[config.mk]
export PLATFORM = sky130hd
export DESIGN_NAME = truth_table_sweeper
export DESIGN_NICKNAME = d
export VERILOG_FILES = /design/src/rtl/sweep_pkg.sv /design/src/rtl/sweep_settle_cnt.sv /design/src/rtl/truth_table_sweeper.sv
export SDC_FILE = /design/constraint.sdc
export NUM_CORES = 1
export LEC_CHECK = 0
export CAP_MARGIN = 20
export CORE_ASPECT_RATIO = 0.6
export CORE_UTILIZATION = 30
export DETAILED_ROUTE_END_ITERATION = 10
export SLEW_MARGIN = 0
export SYNTH_ARGS = -nofsm -noshare
export SYNTH_HDL_FRONTEND = slang
export SYNTH_SLANG_ARGS = --single-unit
[constraint.sdc]
create_clock -name clk -period 3.5 [get_ports clk]
set_input_delay 0.875 -clock clk [delete_from_list [all_inputs] [get_ports clk]]
set_output_delay 0.875 -clock clk [all_outputs]
set_load 0.005 [all_outputs]
[src/rtl/sweep_pkg.sv]
`default_nettype none
// ============================================================================
//  Module      : sweep_pkg
//  Description : Shared types and sizing constants for the truth-table
//                sweeper: FSM state encoding, vector count and the widths
//                of the vector index and settle counter.
//  Revision    : 1.0  initial release
// ============================================================================
package sweep_pkg;

    localparam int NUM_VEC = 16;   // 4-input block -> 16 input vectors
    localparam int IDX_W   = 4;    // vector index width
    localparam int CNT_W   = 4;    // settle counter width
    localparam int MIS_W   = 5;    // mismatch count must reach 16

    typedef enum logic [1:0] {
        IDLE   = 2'd0,
        SETTLE = 2'd1,
        SAMPLE = 2'd2,
        DONE   = 2'd3
    } state_t;

endpackage : sweep_pkg
`default_nettype wire

[src/rtl/sweep_settle_cnt.sv]
`default_nettype none
// ============================================================================
//  Module      : sweep_settle_cnt
//  Description : Loadable down-counter with a zero flag. Counts the settle
//                cycles each vector is held before its outputs are sampled.
//                The count stops at zero rather than wrapping.
//  Ports       : clk        - clock, rising edge
//                rst        - asynchronous active-high reset
//                load_i     - load load_val_i (has priority over dec_i)
//                load_val_i - value to load
//                dec_i      - decrement by one when non-zero
//                zero_o     - count is zero
//  Revision    : 1.0  initial release
// ============================================================================
module sweep_settle_cnt
    import sweep_pkg::*;
(
    input  logic             clk,
    input  logic             rst,
    input  logic             load_i,
    input  logic [CNT_W-1:0] load_val_i,
    input  logic             dec_i,
    output logic             zero_o
);

    logic [CNT_W-1:0] cnt_q;
    logic [CNT_W-1:0] cnt_d;

    always_comb begin
        cnt_d = cnt_q;
        if (load_i) begin
            cnt_d = load_val_i;
        end else if (dec_i && (cnt_q != '0)) begin
            cnt_d = cnt_q - CNT_W'(1);
        end
    end

    always_ff @(posedge clk or posedge rst) begin
        if (rst) begin
            cnt_q <= '0;
        end else begin
            cnt_q <= cnt_d;
        end
    end

    assign zero_o = (cnt_q == '0);

endmodule : sweep_settle_cnt
`default_nettype wire

[src/rtl/truth_table_sweeper.sv]
`default_nettype none
// ============================================================================
//  Module      : truth_table_sweeper
//  Description : Drives a 4-input combinational block through all 16 input
//                vectors ({w,x,y,z} = idx, w is MSB), holds each vector for
//                SETTLE_CYC cycles, then captures f1/f2 into the tt1/tt2
//                truth tables. equal reports tt1 == tt2.
//  Macro       : SWEEP_COMPARE_EN - when defined, builds the per-vector
//                compare logic (mismatch_cnt, first_mis, first_valid);
//                otherwise those outputs are tied to 0.
//  Parameters  : SETTLE_CYC   - cycles each vector is held (legal 1..15)
//  Ports       : clk, rst     - clock (rising edge), async active-high reset
//                start        - begin a sweep (accepted only in IDLE)
//                abort        - stop a running sweep, no done pulse
//                f1, f2       - outputs of the block under test
//                w, x, y, z   - applied vector
//                busy         - sweep in progress
//                done         - one-cycle pulse on sweep completion
//                tt1, tt2     - captured truth tables, bit i = f at idx i
//                equal        - tt1 == tt2
//                mismatch_cnt - number of differing vectors
//                first_mis    - lowest differing idx
//                first_valid  - first_mis is valid
//  Revision    : 1.0  initial release
// ============================================================================
module truth_table_sweeper
    import sweep_pkg::*;
#(
    parameter int SETTLE_CYC = 1
)
(
    input  logic             clk,
    input  logic             rst,
    input  logic             start,
    input  logic             abort,
    input  logic             f1,
    input  logic             f2,
    output logic             w,
    output logic             x,
    output logic             y,
    output logic             z,
    output logic             busy,
    output logic             done,
    output logic [15:0]      tt1,
    output logic [15:0]      tt2,
    output logic             equal,
    output logic [MIS_W-1:0] mismatch_cnt,
    output logic [IDX_W-1:0] first_mis,
    output logic             first_valid
);

    // Settle counter is loaded with SETTLE_CYC-1 so that SETTLE lasts
    // exactly SETTLE_CYC cycles (it exits on the cycle the count is zero).
    localparam logic [CNT_W-1:0] SETTLE_LOAD = CNT_W'(SETTLE_CYC - 1);
    localparam logic [IDX_W-1:0] LAST_IDX    = IDX_W'(NUM_VEC - 1);

    state_t           state_q;
    logic [IDX_W-1:0] idx_q;
    logic             busy_q;
    logic             done_q;
    logic [15:0]      tt1_q;
    logic [15:0]      tt2_q;

    logic             w_start_acc;
    logic             w_sample_wr;
    logic             w_cnt_load;
    logic             w_cnt_dec;
    logic             w_cnt_zero;

    // Abort outranks the SAMPLE write, so a sample is only committed when
    // abort is low in that cycle.
    assign w_start_acc = (state_q == IDLE) && start;
    assign w_sample_wr = (state_q == SAMPLE) && !abort;
    assign w_cnt_load  = w_start_acc || (w_sample_wr && (idx_q != LAST_IDX));
    assign w_cnt_dec   = (state_q == SETTLE) && !abort;

    sweep_settle_cnt u_settle_cnt (
        .clk        (clk),
        .rst        (rst),
        .load_i     (w_cnt_load),
        .load_val_i (SETTLE_LOAD),
        .dec_i      (w_cnt_dec),
        .zero_o     (w_cnt_zero)
    );

    always_ff @(posedge clk or posedge rst) begin
        if (rst) begin
            state_q <= IDLE;
            idx_q   <= '0;
            busy_q  <= 1'b0;
            done_q  <= 1'b0;
            tt1_q   <= '0;
            tt2_q   <= '0;
        end else begin
            case (state_q)
                IDLE: begin
                    if (w_start_acc) begin
                        state_q <= SETTLE;
                        idx_q   <= '0;
                        busy_q  <= 1'b1;
                        tt1_q   <= '0;
                        tt2_q   <= '0;
                    end
                end
                SETTLE: begin
                    if (abort) begin
                        state_q <= IDLE;
                        idx_q   <= '0;
                        busy_q  <= 1'b0;
                    end else if (w_cnt_zero) begin
                        state_q <= SAMPLE;
                    end
                end
                SAMPLE: begin
                    if (w_sample_wr) begin
                        tt1_q[idx_q] <= f1;
                        tt2_q[idx_q] <= f2;
                        // Wraps 15 -> 0, leaving the vector at 0 after the sweep.
                        idx_q        <= idx_q + IDX_W'(1);
                        if (idx_q == LAST_IDX) begin
                            state_q <= DONE;
                            busy_q  <= 1'b0;
                            done_q  <= 1'b1;
                        end else begin
                            state_q <= SETTLE;
                        end
                    end else begin
                        state_q <= IDLE;
                        idx_q   <= '0;
                        busy_q  <= 1'b0;
                    end
                end
                DONE: begin
                    state_q <= IDLE;
                    done_q  <= 1'b0;
                end
                default: begin
                    state_q <= IDLE;
                    idx_q   <= '0;
                    busy_q  <= 1'b0;
                    done_q  <= 1'b0;
                end
            endcase
        end
    end

    assign {w, x, y, z} = idx_q;
    assign busy         = busy_q;
    assign done         = done_q;
    assign tt1          = tt1_q;
    assign tt2          = tt2_q;
    assign equal        = (tt1_q == tt2_q);

`ifdef SWEEP_COMPARE_EN
    localparam logic [MIS_W-1:0] MIS_SAT = MIS_W'(NUM_VEC);

    logic [MIS_W-1:0] mis_cnt_q;
    logic [IDX_W-1:0] first_mis_q;
    logic             first_valid_q;

    always_ff @(posedge clk or posedge rst) begin
        if (rst) begin
            mis_cnt_q     <= '0;
            first_mis_q   <= '0;
            first_valid_q <= 1'b0;
        end else if (w_start_acc) begin
            // first_mis is left as-is; first_valid qualifies it.
            mis_cnt_q     <= '0;
            first_valid_q <= 1'b0;
        end else if (w_sample_wr && (f1 != f2)) begin
            if (mis_cnt_q != MIS_SAT) begin
                mis_cnt_q <= mis_cnt_q + MIS_W'(1);
            end
            if (!first_valid_q) begin
                first_mis_q   <= idx_q;
                first_valid_q <= 1'b1;
            end
        end
    end

    assign mismatch_cnt = mis_cnt_q;
    assign first_mis    = first_mis_q;
    assign first_valid  = first_valid_q;
`else
    assign mismatch_cnt = '0;
    assign first_mis    = '0;
    assign first_valid  = 1'b0;
`endif

endmodule : truth_table_sweeper
`default_nettype wire
## Yosys cells after proc, flatten, opt, wreduce, memory -nomap -nowiden

Cells that the tools add are included.

| operators by class | value |
|---|---|
| $add $sub $neg | 2 |
| magnitude comparators | 2 |
| equal/unequal tests | 12 |
| mux-type cells | 29 |
| reduce and logical (&&, ||, !) cells | 20 |

Operator list:

| kind | number |
|---|---|
| $pmux 16 s2 | 2 |
| $mux 16 | 3 |
| $bwmux 16 | 2 |
| $mux 4 | 5 |
| $eq 16x16->1 | 1 |
| $pmux 4 s3 | 1 |
| $mux 2 | 5 |
| $reduce_and 3->1 | 3 |
| $pmux 2 s4 | 1 |
| $mux 1 | 7 |
| $logic_and 1x1->1 | 6 |
| $ne 2x2->1 const B | 3 |
| $ne 3x2->1 const B | 2 |
| $reduce_bool 2->1 | 3 |
| $lt 4x5->1 const B | 1 |
| $add 4x1->4 const B | 1 |
| $demux 1 s4 | 1 |
| $eq 2x2->1 const B | 2 |
| $eq 4x4->1 const B | 1 |
| $ge 4x1->1 const B | 1 |
| $logic_not 4->1 | 1 |
| $ne 4x4->1 const B | 1 |
| $reduce_and 4->1 | 1 |
| $reduce_bool 4->1 | 1 |
| other kinds (10) | 10 |

| storage, ports and cells | value |
|---|---|
| flip-flop bits (word level) | 44 |
| bits of input ports | 6 |
| logic and storage cells | 72 |

## Depth between registers and ports, before layout

Gate-level depths: netlist of run 1.

| logic depth | value |
|---|---|
| word-level depth | 7 |
| gate-level depth with buffers | 7 |

## Hierarchy

A second synthesis of run 1 with hierarchy kept.

| unflattened totals | value |
|---|---|
| cells, all modules | 256 |
| area total of the unflattened synthesis | 2570.0 um2 |

By module, submodules not included:

| module | times used | cells each | area an instance (um2) | sequential area each (um2) |
|---|---|---|---|---|
| truth_table_sweeper | 1 | 228 | 2308.5 | 1001.0 |
| sweep_settle_cnt | 1 | 28 | 261.5 | 100.1 |

## Worst setup path before layout of run 1

OpenSTA, ideal clock, no wires.

| path | value |
|---|---|
| kind | flip-flop to output port |
| start | register tt1_q[11] (netlist: tt1[11]) |
| end | output port equal |
| arrival time | 0.962 ns |
| data required time | 2.625 ns |
| path slack | 1.663 ns |
| cell stages (with the launch flop) | 4 |
| buffers on the path | 0 |
| path through | dfrtp_1 -> xnor2_1 -> nand4_1 -> nor4_1 |

| between the ends | value |
|---|---|
| longest elaborated chain between the ends | 1 |

Ends and longest elaborated chain:

| what | line | text |
|---|---|---|
| start, declared | truth_table_sweeper.sv:61 | `logic [15:0] tt1_q;` |
| start signal, assigned | truth_table_sweeper.sv:92 | `tt1_q <= '0;` |
| start signal, assigned | truth_table_sweeper.sv:101 | `tt1_q <= '0;` |
| start signal, assigned by index | truth_table_sweeper.sv:116 | `tt1_q[idx_q] <= f1;` |
| $eq 16x16->1 | truth_table_sweeper.sv:152 | `assign equal = (tt1_q == tt2_q);` |
| end, declared | truth_table_sweeper.sv:46 | `output logic equal,` |

Every way passes these cells.

## Worst setup path after layout of run 1

Ends and elaborated chain as after synthesis.

==> key figures, run 1 <==
Clocking
  • Clock Pin Slew Worst Setup and Hold Paths: 60 ps
  • CTS sink cnt: between 40 and 50
  • H-tree depth: 2
  • Worst skew pair latency: a little under 300 ps
  • CTS tree: done
  • Clock root buffer: clkbuf_16
  • Post-CTS Setup Bufs: 0
  • Total clock buffers created by CTS: 5
  • Hold Buf Count CTS: 0
  • Max Root-Sink Buffers: 2
  • Post-CTS Resized: 0

Logic synthesis
  • Mapped cell area: 0.00262 mm²
  • Avg Inst Size Synth: 10.2 µm²
  • Ys Warns: 0
  • Post-synth cell types: 44
  • Number of synthesized flops with an enable pin: 0
  • Synth area leaders: dfrtp_1 (42%), o22ai_1 (7.6%), a221oi_2 (5.7%)
  • Post-synth top area share: 42.0%
  • Mux share of post-synthesis cell area: 1.15%
  • Synth Instances: 256
  • Synth Area in Compound Gates: 20.9%
  • Post-Synth Simple-Gate Area: a little over an eighth
  • Cell accounting for the most synthesized area: dfrtp_1
  • XOR/XNOR share of the synthesized area: 5.35%
  • Post-synthesis sequential area ratio: between 40% and 50%
  • Largest family of logic cells by synthesized area: compound AO/OA/AOI/OAI gates
  • Synth Area in Adders: 4.78%
  • Async set-reset flop share out of synthesis: between 90% and 100%
  • Main flop type after synthesis: dfrtp_1
  • Number of synthesized register bits: 44

STA
  • Max frequency: 354 MHz
  • Period utilisation layout: 80.8%
  • Slew HR: 29.9%
  • Final Hold Fails: 0
  • Hold WS: 537 ps
  • Setup violators final: 0
  • Slew of the pin with the lowest slew margin: 1050 ps
  • Final Max Slew Viols: 0
  • RSZ-0062 raised after global routing: false
  • Setup TNS: 0 ps
  • Setup Skew: 4.72 ps
  • Crit path time final: 2830 ps

Power
  • Static leakage: 1.25 nW
  • Pwr dens: 654 mW/mm²
  • Worst vdd ir: 0.409 mV

Run status
  • Outcome: finished, final reports clean

Route
  • Via count: 1993
  • Final wirelength: approximately 6.5 mm
  • Routed vias/inst: 4.97
  • Routed wire per std cell: 16.2 µm
  • DRT antenna net count: 0
  • DRC: 0
  • DR iter-0 viols: 86
  • Drt pass-1 iters: 4

Min path
  • Hold Startpoint: busy
  • Hold endpoint: busy
  • Worst Hold Depth: 2
  • Min-delay worst type: reg -> reg

Global route
  • Pin count of the biggest net entering global routing: 24
  • Vias in the first global route: 1884
  • First-pass GRT wire length: about 10 mm
  • Total grt overflow: 0
  • Initial antenna violation count: 0
  • Total GRT Usage: 15.2%

Cells and area
  • NumNets Final: 309
  • Post-route core utilization: 40.0%
  • Layout cells sized above 1: 11.3%
  • # fillers: 786
  • Register area: 0.00110 mm²
  • Area growth syn-to-layout: 24.7%
  • N_diodes: 0
  • Multi-input gate area: 0.00123 mm²

Setup path
  • R2R depth: 5
  • Critical Path RT: 2620 ps
  • Crit-path max cell delay: 540 ps
  • Crit Path Max Fanout: 3
  • Worst reg-to-reg setup slack: around 1000 ps
  • Crit path capture type: output pin
  • Critical path cell sequence: xnor2_1, nand4_1, nor4_1, clkdlybuf4s50_1
  • Kind of critical path: reg -> out
  • Crit Reg-Reg Endpoint: tt1[11]
  • Critical path arrival: between 1500 and 2000 ps
  • Slowest-stage cell, CP: clkdlybuf4s50_1
  • Origin of the critical flop-to-flop path: state_q[0]
  • Startpoint types: flip-flop

Place
  • PortBufs: 44
  • Routability cong.: ~0.76
  • Hpwl dp: 4.65 mm

Die
  • Die Y: 74.4 µm
  • # rows: 25
  • Die X: 123 µm
  • Ports: 55
  • Area of the die: roughly 0.009 mm²
  • Initial Utilization: 32.1%
  • Core area: slightly above 0.008 mm²

Flow run
  • Max Cap Violations: 0
[final cells by class]
cell class                      instances  area share [%]
Inverter                               40            4.59
Clock inverter                          2            1.84
Timing Repair Buffer                   48            14.4
Tap cell                              108            4.13
Multi-Input combinational cell        154            37.5
Clock buffer                            5            3.83
Sequential cell                        44            33.7
[routing by layer]
| layer | part of all wire, % | track usage, % | vias to the layer above |
|---|---|---|---|
| met5 | 0 | 0 | - |
| met4 | 0.85 | 4.34 | 0 |
| met3 | 5.3 | 3.68 | 6 |
| met2 | 41 | 21.5 | 54 |
| met1 | 52 | 22.8 | 958 |
| li1 | - | - | 975 |
[report_power, final]
part           internal, mW  switching (mW)  leakage (nW)
Sequential            0.565          0.0526         0.606
Clock                 0.405           0.191        0.0899
Combinational         0.415           0.510         0.553
[registers in the layout, indices dropped and copies added (netlist names)]
name and count:
idx_q 4, busy 1, state_q 2, tt1 16
u_settle_cnt.cnt_q 4, done 1, tt2 16
[cells by family after synthesis]
| logic type | Yosys count |
|---|---|
| compound gates | 67 |
| buf+inv | 67 |
| simple gates | 48 |
| flops | 44 |
| xor+xnor | 16 |
| fa+ha+maj | 10 |
| mux | 3 |
| other cells | 1 |
[stage by stage]
stage / worst slack (ps) / cells / cell area, µm² / total power, mW
finish: 672 / 401 / 3270 / 2.14
global route: 536 / 401 / 3270 / 2.28
CTS: 641 / 401 / 3270 / 2.15
detailed placement: 611 / 394 / 3080 / 1.55
global placement: 670 / 394 / 3080 / 1.53
floorplan: 1590 / 265 / 2650 / 1.38
[how the worst max path moves through the flow]
stage               endpoint  slack (ps)    start  depth (start not counted)
CTS                    equal         640  tt1[11]                          4
global route           equal         540  tt1[11]                          4
detailed placement   tt1[12]         610    abort                          4
global placement     tt1[12]         670    abort                          4
finish                 equal         670  tt1[11]                          4
floorplan               busy        1590      rst                          1
[synth_stat cells (2+ instances only)]
cell type and number:
a21oi_1 4, a221oi_1 6, a221oi_2 10, buf_2 12
buf_4 14, dfrtp_1 44, ha_1 10, inv_1 40
mux2i_1 3, nand2_1 2, nand2b_1 6, nand3_1 8
nand3_2 3, nand3b_1 8, nand4_1 4, o211ai_1 2
o22ai_1 32, o31ai_1 2, o41ai_1 2, or3_1 2
or3b_4 4, xnor2_1 16
[cell usage in the layout (no fill, tap or decap), drive strengths merged, types with 2 or more instances in the layout]
| cell type | Yosys | final |
|---|---|---|
| dfrtp | 44 | 44 |
| clkdlybuf4s50 | 0 | 44 |
| inv | 40 | 39 |
| o22ai | 32 | 32 |
| xnor2 | 16 | 16 |
| a221oi | 16 | 16 |
| nand3 | 11 | 11 |
| ha | 10 | 10 |
| conb | 1 | 10 |
| nand3b | 8 | 8 |
| nand2b | 6 | 6 |
| clkbuf | 0 | 5 |
| a21oi | 5 | 5 |
| or3b | 5 | 5 |
| nand4 | 4 | 4 |
| buf | 27 | 4 |
| mux2i | 3 | 3 |
| nand2 | 2 | 2 |
| or3 | 2 | 2 |
| o41ai | 2 | 2 |
| o211ai | 2 | 2 |
| o31ai | 2 | 2 |
| bufinv | 0 | 2 |
| nor2b | 2 | 2 |
| nor3 | 2 | 2 |
[critical path: cells and delay by family (launching register included)]
family / cells / cell delay, ps
XOR/XNOR: 1 / 210
buffers and inverters: 1 / 540
flip-flops: 1 / 410
AND/OR/NAND/NOR: 2 / 510
(Power assumes the default switching activity.)
==> run 2: changes to the inputs <==
==> constraint.sdc (replaced) <==
create_clock -name clk -period 2.6 [get_ports clk]
set_input_delay 0.65 -clock clk [delete_from_list [all_inputs] [get_ports clk]]
set_output_delay 0.65 -clock clk [all_outputs]
set_load 0.005 [all_outputs]
==> run 2 against run 1 <==
Effect of this change: critical path depth unchanged; first-iteration DRC count is 48% higher; register-to-register slack got worse by 460 ps; sequential cell count unchanged; sequential share of layout area down 0.79 points; hold slack worse by 13 ps; power is 37% higher; non-clock buffer count up 5; utilization rose by 0.97 points; clock skew increased by 3.4 ps; worst setup slack got worse by 240 ps.
==> key figures, run 2 (synthesized netlist as in run 1, its figures left out) <==
Run status
  • Outcome: finished, final reports clean

Place
  • Placed cells: approximately 400
  • Routability cong.: 0.807
  • Hpwl dp: 4.75 mm
  • PortBufs: 44

STA
  • Crit path time final: around 2200 ps
  • Final Hold Fails: 0
  • Period utilisation layout: 83.6%
  • Hold WS: about 520 ps
  • Setup violators final: 0
  • Final Max Slew Viols: 0
  • Setup TNS: 0 ps
  • Max frequency: 460 MHz
  • Setup Skew: 8.12 ps
  • RSZ-0062 raised after global routing: false

Route
  • DRC: 0
  • DRT antenna net count: 0
  • Routed vias/inst: roughly 5
  • DR iter-0 viols: 127
  • Routed wire per std cell: ~16 µm
  • Via count: 2005
  • Drt pass-1 iters: 4
  • Final wirelength: 6.44 mm

Cells and area
  • Commonest non-fill, non-tap cell in the layout: dfrtp_1
  • Most frequent cells in the layout: dfrtp_1 (44), clkdlybuf4s50_1 (43), inv_1 (39)
  • NumNets Final: 314
  • Area growth syn-to-layout: 27.7%
  • Layout cells sized above 1: around 13%
  • Post-route core utilization: 41.0%
  • Layout Cells excl Fill: between 400 and 500
  • N_diodes: 0

Die
  • Area of the die: 0.00912 mm²
  • # rows: 25
  • Initial Utilization: 32.1%
  • Core area: 0.00816 mm²
  • Ports: 55
  • Die Y: 74.4 µm
  • Die X: 123 µm

Clocking
  • Total clock buffers created by CTS: 5
  • Max Root-Sink Buffers: 2
  • H-tree depth: 2
  • Hold Buf Count CTS: 0
  • Worst skew pair latency: ~290 ps
  • Post-CTS Resized: 0
  • CTS sink cnt: between 40 and 50
  • CTS tree: done
  • Clock root buffer: clkbuf_16
  • Post-CTS Setup Bufs: 0
  • Clock Pin Slew Worst Setup and Hold Paths: 60 ps

Setup path
  • Crit-path leading delay family: simple AND/OR/NAND/NOR gates
  • Slowest-stage cell, CP: dfrtp_1
  • Crit Path Max Fanout: 3
  • Critical path cell sequence: xnor2_1, nand4_1, nor4_2, dlymetal6s2s_1
  • Critical Path RT: 1950 ps
  • Startpoint types: flip-flop
  • Crit-path max cell delay: 400 ps
  • Crit path capture type: output pin
  • Worst path bufs/invs: 1
  • Kind of critical path: reg -> out
  • Critical path arrival: 1520 ps

Power
  • Total power: 2.94 mW
  • Pwr dens: 878 mW/mm²
  • Worst vdd ir: around 0.47 mV
  • Static leakage: around 1.3 nW

Global route
  • Initial antenna violation count: 0
  • Total grt overflow: 0
  • Vias in the first global route: approximately 1900
  • Pin count of the biggest net entering global routing: 33
  • Total GRT Usage: 15.2%
  • First-pass GRT wire length: 10.4 mm

Min path
  • Min-delay worst type: reg -> reg

Flow run
  • Max Cap Violations: 0
## run 2: cell count changes in the layout (fill, tap and decap cells not counted), sizes merged
cell,previous run,this run
clkdlybuf4s50,44,43
dlymetal6s2s,0,1
buf,4,9
## run 2: layout make-up
| type | count | area [µm²] |
|---|---|---|
| fillers | 788 | 4820 |
| multi-input cells | 154 | 1240 |
| clock inverters | 2 | 60.1 |
| well taps | 108 | 135 |
| clock buffers | 5 | 125 |
| flip-flops and latches | 44 | 1100 |
| inverters | 40 | 150 |
| repair buffers | 53 | 536 |
## run 2: where the power goes
| group | switching, mW | internal [mW] |
|---|---|---|
| Sequential | 0.0714 | 0.761 |
| Clock | 0.257 | 0.545 |
| Combinational | 0.701 | 0.602 |
## run 2: path summary, 6_finish.rpt
kind                                 start  cells past startpoint  slack [ps]       end
worst max-delay path                tt2[3]                      4         430     equal
worst min-delay path                  done                      2         520      done
worst max register to register  state_q[0]                      5         580    tt1[1]
worst min register to register        done                      2         520      done
max in group asynchronous              rst                      3        1470  idx_q[3]
min in group asynchronous              rst                      2         630    tt1[1]
## run 2: routing by layer
metal	GRT usage, %	vias to the layer above	part of all wire, %
met4	4.34	0	0.87
li1	-	991	-
met3	3.76	8	4.1
met5	0	-	0
met2	20.5	47	40
met1	23.4	959	55
## run 2: through the flow
step                instance area [µm²]  setup slack (ps)
floorplan                          2650               919
finish                             3350               428
global placement                   3150               327
detailed placement                 3150               306
CTS                                3330              15.5
global route                       3350               341
## run 2: worst reg2reg max path, stage by stage, from the launching register on
cell,delay (ps)
dfrtp_1,410
inv_1,100
ha_1,460
and2b_4,310
nand3_2,340
o22ai_1,320
